`src/rtl/scmp_bus_pak.sv`:
```
// Shared types and default constants for the SC/MP bus responder slice.
package scmp_bus_pak;

    // Default decode window: the low 4 KiB of the 16-bit address space.
    localparam int unsigned DEF_AW      = 16;
    localparam logic [15:0] DEF_BASE    = 16'h0000;
    localparam logic [15:0] DEF_MASK    = 16'hF000;

    // Default number of cycles to wait for mem_ack before forcing completion.
    localparam logic [7:0]  DEF_TIMEOUT = 8'd64;

    // Value returned to the CPU when a read times out.
    localparam logic [7:0]  RD_TIMEOUT_DATA = 8'hFF;

    // Responder bus-cycle states.
    typedef enum logic [2:0] {
        IDLE   = 3'd0,
        ADDR   = 3'd1,
        RD_REQ = 3'd2,
        RD_DRV = 3'd3,
        WR_REQ = 3'd4,
        END    = 3'd5
    } BUS_STATE_t;

    // Cycle flags in the same order as the sequencer drives them.
    typedef struct packed {
        logic h;   // halt
        logic d;   // delay
        logic i;   // instruction fetch
        logic r;   // read
    } BUS_FLAGS_t;

endpackage

```
`src/rtl/scmp_bus_timeout.sv`:
```
// Clear/enable cycle counter that flags the last permitted wait cycle.
module scmp_bus_timeout
    import scmp_bus_pak::*;
#(
    parameter logic [7:0] TIMEOUT = DEF_TIMEOUT
) (
    input  logic clk,
    input  logic rst,
    input  logic clr,
    input  logic en,
    output logic expired
);

    logic [7:0] count;

    // Count enabled cycles; clear has priority so a new wait always starts at zero.
    always_ff @(posedge clk or posedge rst) begin
        if (rst) begin
            count <= 8'd0;
        end else if (clr) begin
            count <= 8'd0;
        end else if (en) begin
            count <= count + 8'd1;
        end
    end

    // Expiry is only meaningful while a wait is in progress.
    assign expired = en && (count == TIMEOUT - 8'd1);

endmodule

```
`src/rtl/scmp_bus_responder.sv`:
```
// Target-side SC/MP bus agent: latches the address on ADS, decodes a window,
// and turns each selected bus read/write into one req/ack memory transaction,
// stretching the CPU cycle with bus_HOLD until the memory (or a timeout) completes.
module scmp_bus_responder
    import scmp_bus_pak::*;
#(
    parameter int unsigned   AW      = DEF_AW,
    parameter logic [AW-1:0] BASE    = DEF_BASE,
    parameter logic [AW-1:0] MASK    = DEF_MASK,
    parameter logic [7:0]    TIMEOUT = DEF_TIMEOUT
) (
    input  logic          clk,
    input  logic          rst,
    input  logic          bus_ADS_n,
    input  logic          bus_RD_n,
    input  logic          bus_WR_n,
    input  logic          bus_F_R,
    input  logic          bus_F_I,
    input  logic          bus_F_D,
    input  logic          bus_F_H,
    input  logic [AW-1:0] bus_addr,
    input  logic [7:0]    bus_D_in,
    output logic [7:0]    bus_D_out,
    output logic          bus_D_oe,
    output logic          bus_HOLD,
    output logic          mem_req,
    output logic          mem_we,
    output logic [AW-1:0] mem_addr,
    output logic [7:0]    mem_wdata,
    input  logic [7:0]    mem_rdata,
    input  logic          mem_ack,
    output logic          halt_o,
    output logic          ifetch_o,
    output logic          bus_err
);

    BUS_STATE_t state;
    BUS_FLAGS_t bus_flags;
    BUS_FLAGS_t flags_q;
    logic       sel_q;
    logic       addr_hit;
    logic       in_wait;
    logic       tmo_expired;
    logic       flags_unused;

    assign bus_flags = '{h: bus_F_H, d: bus_F_D, i: bus_F_I, r: bus_F_R};
    assign addr_hit  = ((bus_addr & MASK) == BASE);
    assign in_wait   = (state == RD_REQ) || (state == WR_REQ);
    assign ifetch_o  = flags_q.i;

    // Halt is consumed at ADS time; read/delay are carried only for visibility.
    assign flags_unused = &{1'b0, flags_q.h, flags_q.d, flags_q.r};

    // Wait counter: held clear outside the request states, so every request starts at zero.
    scmp_bus_timeout #(
        .TIMEOUT (TIMEOUT)
    ) u_timeout (
        .clk     (clk),
        .rst     (rst),
        .clr     (!in_wait),
        .en      (in_wait),
        .expired (tmo_expired)
    );

    // Bus-cycle sequencer and its registered outputs.
    always_ff @(posedge clk or posedge rst) begin
        if (rst) begin
            // NOTE: sequential state uses non-blocking assignments so every flop
            // in this block updates from the values present before the edge.
            state     <= IDLE;
            flags_q   <= '0;
            sel_q     <= 1'b0;
            mem_addr  <= '0;
            mem_wdata <= 8'h00;
            mem_req   <= 1'b0;
            mem_we    <= 1'b0;
            bus_HOLD  <= 1'b0;
            bus_D_out <= 8'h00;
            bus_D_oe  <= 1'b0;
            halt_o    <= 1'b0;
            bus_err   <= 1'b0;
        end else begin
            halt_o <= 1'b0;

            // A new address strobe mid-cycle is a protocol error; the address is dropped.
            if (!bus_ADS_n && (state != IDLE)) begin
                bus_err <= 1'b1;
            end

            case (state)
                IDLE: begin
                    if (!bus_ADS_n) begin
                        mem_addr <= bus_addr;
                        flags_q  <= bus_flags;
                        sel_q    <= addr_hit;
                        halt_o   <= addr_hit && bus_flags.h;
                        state    <= ADDR;
                    end
                end

                ADDR: begin
                    if (!bus_RD_n && !bus_WR_n) begin
                        bus_err <= 1'b1;
                        state   <= END;
                    end else if (!bus_RD_n) begin
                        if (sel_q) begin
                            mem_req  <= 1'b1;
                            mem_we   <= 1'b0;
                            bus_HOLD <= 1'b1;
                            state    <= RD_REQ;
                        end else begin
                            state <= END;
                        end
                    end else if (!bus_WR_n) begin
                        mem_wdata <= bus_D_in;
                        if (sel_q) begin
                            mem_req  <= 1'b1;
                            mem_we   <= 1'b1;
                            bus_HOLD <= 1'b1;
                            state    <= WR_REQ;
                        end else begin
                            state <= END;
                        end
                    end
                end

                // HOLD is left high for one more cycle after completion so the
                // CPU sees the read data driven before its cycle is released.
                RD_REQ: begin
                    if (mem_ack) begin
                        bus_D_out <= mem_rdata;
                        bus_D_oe  <= 1'b1;
                        mem_req   <= 1'b0;
                        mem_we    <= 1'b0;
                        state     <= RD_DRV;
                    end else if (tmo_expired) begin
                        bus_D_out <= RD_TIMEOUT_DATA;
                        bus_D_oe  <= 1'b1;
                        bus_err   <= 1'b1;
                        mem_req   <= 1'b0;
                        mem_we    <= 1'b0;
                        state     <= RD_DRV;
                    end
                end

                RD_DRV: begin
                    bus_HOLD <= 1'b0;
                    if (bus_RD_n) begin
                        bus_D_oe <= 1'b0;
                        flags_q  <= '0;
                        state    <= IDLE;
                    end
                end

                WR_REQ: begin
                    if (mem_ack) begin
                        mem_req <= 1'b0;
                        mem_we  <= 1'b0;
                        state   <= END;
                    end else if (tmo_expired) begin
                        bus_err <= 1'b1;
                        mem_req <= 1'b0;
                        mem_we  <= 1'b0;
                        state   <= END;
                    end
                end

                END: begin
                    bus_HOLD <= 1'b0;
                    if (bus_RD_n && bus_WR_n) begin
                        flags_q <= '0;
                        state   <= IDLE;
                    end
                end

                default: begin
                    state <= IDLE;
                end
            endcase
        end
    end

endmodule

```
`config.mk`:
```
export PLATFORM = sky130hd
export DESIGN_NAME = scmp_bus_responder
export DESIGN_NICKNAME = d
export VERILOG_FILES = /design/src/rtl/scmp_bus_pak.sv /design/src/rtl/scmp_bus_timeout.sv /design/src/rtl/scmp_bus_responder.sv
export SDC_FILE = /design/constraint.sdc
export NUM_CORES = 1
export LEC_CHECK = 0
export ABC_AREA = 1
export CAP_MARGIN = 15
export CORE_AREA = 4 4 86 88
export DETAILED_ROUTE_END_ITERATION = 6
export DIE_AREA = 0 0 90 92
export PLACE_DENSITY = 0.73
export SKIP_CTS_REPAIR_TIMING = 1
export SYNTH_ARGS = -nofsm -noshare
export SYNTH_HDL_FRONTEND = slang
export SYNTH_HIERARCHICAL = 1
export SYNTH_SLANG_ARGS = --single-unit
```
`constraint.sdc`:
```
create_clock -name clk -period 1.84 [get_ports clk]
set_input_delay 0.184 -clock clk [delete_from_list [all_inputs] [get_ports clk]]
set_output_delay 0.184 -clock clk [all_outputs]
set_load 0.005 [all_outputs]
```
==> metrics.csv <==
stage;metric;value;unit
synth;synth.most_common_cell;nand2_1;
timing;fin_crit_sh;0.928;
floorplan;rows;30;
synth;synth_cells;299;
final_layout;finalInstanceArea;3450;µm²
cts;cts.sinks;51;
drt;drc_errors;0;
floorplan;io_pins;81;
critical_path;critPathLaunchType;register;
synth;synth_seq_cells;51;
synth;synth.distinct_cells;25;
synth;synth_area_leaders;dfrtp_1 (53%), nand2_1 (14%), inv_1 (5.8%);
power;finalPower;4.68;mW
critical_path;critPathCaptureType;register;
critical_path;cp.required;2.03;ns
power;leakage;1.68;nW
timing;final_hold_viol_count;0;
final_layout;antenna_cells;0;
floorplan;die_h;92;µm
status;outcome;finished, final reports clean;
final_layout;fillerInstances;624;
drt;drt_wl_total;5780;µm
timing;slew_violations;0;
cts;clkTransAtPathRegs;0.08;ns
synth;ys.flop_type;dfrtp_1;
placement;portBuffers;78;
hold_path;hold_class;input pin to async pin;
synth;synth-edff-count;0;
timing;worst_pin_slew;0.487;ns
synth;yosysTopAreaCellShare;0.528;
timing;max_slew_margin;0.675;
power;power.density;1360;nW/µm²
drt;vias;2172;
cts;htreeDepth;2;
cts;cts_tree;built;
floorplan;coreArea;6640;µm²
global_routing;grt_pass1_vias;2218;
synth;syn_nets;342;
timing;fmax;586;MHz
floorplan;start_util;0.363;
floorplan;die_x;90;µm
placement;globalplace.congestion;0.879;
global_routing;grt_max_degree;25;
placement;dp.final_hpwl;4520;µm
global_routing;grt_pass1_wl;9770;µm
drt;via_per_inst;4.62;
drt;drtPass1Iterations;4;
drt;antenna_left;0;
global_routing;grt_overflow;0;
cts;ctsLongestPathBuffers;2;
critical_path;cp.arrival;1.90;ns
final_layout;drive_above_1_share;0.110;
synth;yosysWarnings;6;
floorplan;die_area;8280;µm²
synth;synth_common_cells;nand2_1 (92), dfrtp_1 (51), inv_1 (37);
synth;synthArstFlopShare;1.00;
synth;avgSynthCellArea;8.08;µm²
final_layout;area_growth;43.0;%
timing;holdWs;0.169;ns
cts;root_buffer;clkbuf_8;
job;drv_cap;0;
synth;synthesis.area;2410;µm²
placement;placed_area;3320;µm²
cts;clk_latency;0.31;ns
timing;final-setup-viol-count;0;
final_layout;final_nets;432;
critical_path;cp_max_fo;4;
drt;wl_per_cell;12.3;µm
timing;finalCriticalPeriod;1.71;ns
synth;synth-seq-area-share;0.528;
power;peakVddDrop;626;µV
global_routing;grt_antenna_before_repair;0;
drt;drt_iter0_drc;85;
cts;cts_buffers;5;
global_routing;grt_usage;0.141;
critical_path;crit_type;register to register;
timing;clock_skew;0.00771;ns
synth;synth_area_leader_cell;dfrtp_1;
[cell usage in the layout, fill, tap and decap left out, types with 3 or more instances in the layout]
cell / synthesis / final
nand2_1: 92 / 90
clkdlybuf4s50_1: 0 / 78
dfrtp_1: 51 / 51
inv_1: 37 / 35
nor2_1: 31 / 28
o21ai_0: 18 / 18
nand3_1: 14 / 14
o21ai_1: 13 / 12
buf_4: 1 / 12
nor2_2: 4 / 7
a21oi_1: 7 / 7
clkbuf_8: 0 / 6
inv_2: 3 / 5
nand4_1: 5 / 5
nor2_4: 3 / 3
nand2_2: 2 / 3
[cell families after synthesis]
kind of cell,Yosys count,synth area share
AO/OA/AOI/OAI,41,0.0870
XOR/XNOR,1,0.00363
adder cells (fa/ha/maj),1,0.00518
buffers and inverters,48,0.0896
flip-flops,51,0.528
AND/OR/NAND/NOR,157,0.286
[per-layer routing]
layer | wire length, µm | track usage | vias up
met4 | 78 | 0.0459 | 0
met3 | 235 | 0.0304 | 7
met2 | 2860 | 0.250 | 47
met5 | 0 | 0 | -
li1 | - | - | 1116
met1 | 2610 | 0.172 | 1002
[critical path: stages (launching register included)]
cell     delay (ns)
dfrtp_1        0.42
nor2_2         0.16
nand2_2        0.09
nand2_4        0.07
nand3_1        0.08
nor3_2         0.22
nor2_2         0.07
inv_2          0.09
o21ai_2        0.07
nor2_2         0.16
nand2_1        0.07
nand2_1        0.06
nand2_1        0.05
[state kept, by name, summed over array words and instances, names as in the netlist]
| register | flops |
|---|---|
| bus_D_out | 8 |
| bus_D_oe | 1 |
| ifetch_o | 1 |
| bus_HOLD | 1 |
| u_timeout/count | 8 |
| mem_wdata | 8 |
| sel_q | 1 |
| mem_addr | 16 |
| mem_we | 1 |
| bus_err | 1 |
| state | 3 |
| mem_req | 1 |
| halt_o | 1 |
[power by group]
group | switching (mW) | internal (mW)
clock network | 0.366 | 0.309
logic | 1.05 | 1.18
registers | 0.245 | 1.53
total | 1.66 | 3.02
[metrics by stage]
step           TNS (ns)  instances  setup slack [ns]  utilization
5_1_grt        -0.00681        470          -0.00681        0.520
3_3_place_gp          0        460            0.0681        0.499
6_report              0        470             0.133        0.520
4_1_cts               0        468            0.0133        0.514
3_5_place_dp          0        460            0.0290        0.499
2_1_floorplan         0        299          0.000711            -
[layout make-up]
type                    count  area [µm²]  share of cell area
inverters                  41         154              0.0446
flip-flops and latches     51        1280               0.370
well taps                  80         100              0.0290
repair buffers             90         871               0.252
clock inverters             1        8.76             0.00254
clock buffers               7        86.3              0.0250
multi-input cells         200         956               0.277
[path summary, 6_finish.rpt]
path,startpoint,endpoint,slack (ns),cells after the start
setup / recovery,state[0]$_DFFE_PP0P_,state[0]$_DFFE_PP0P_,0.13,12
hold / removal,rst,u_timeout/count[3]$_DFFE_PP0P_,0.17,2
setup reg to reg,state[0]$_DFFE_PP0P_,state[0]$_DFFE_PP0P_,0.13,12
hold reg to reg,bus_D_out[3]$_DFFE_PP0P_,bus_D_out[3]$_DFFE_PP0P_,0.49,2
max in group asynchronous,rst,mem_addr[4]$_DFFE_PP0P_,1.04,3
min in group clk,bus_F_H,halt_o$_DFF_PP0_,0.40,3
Power figures use the tool's default switching activity.
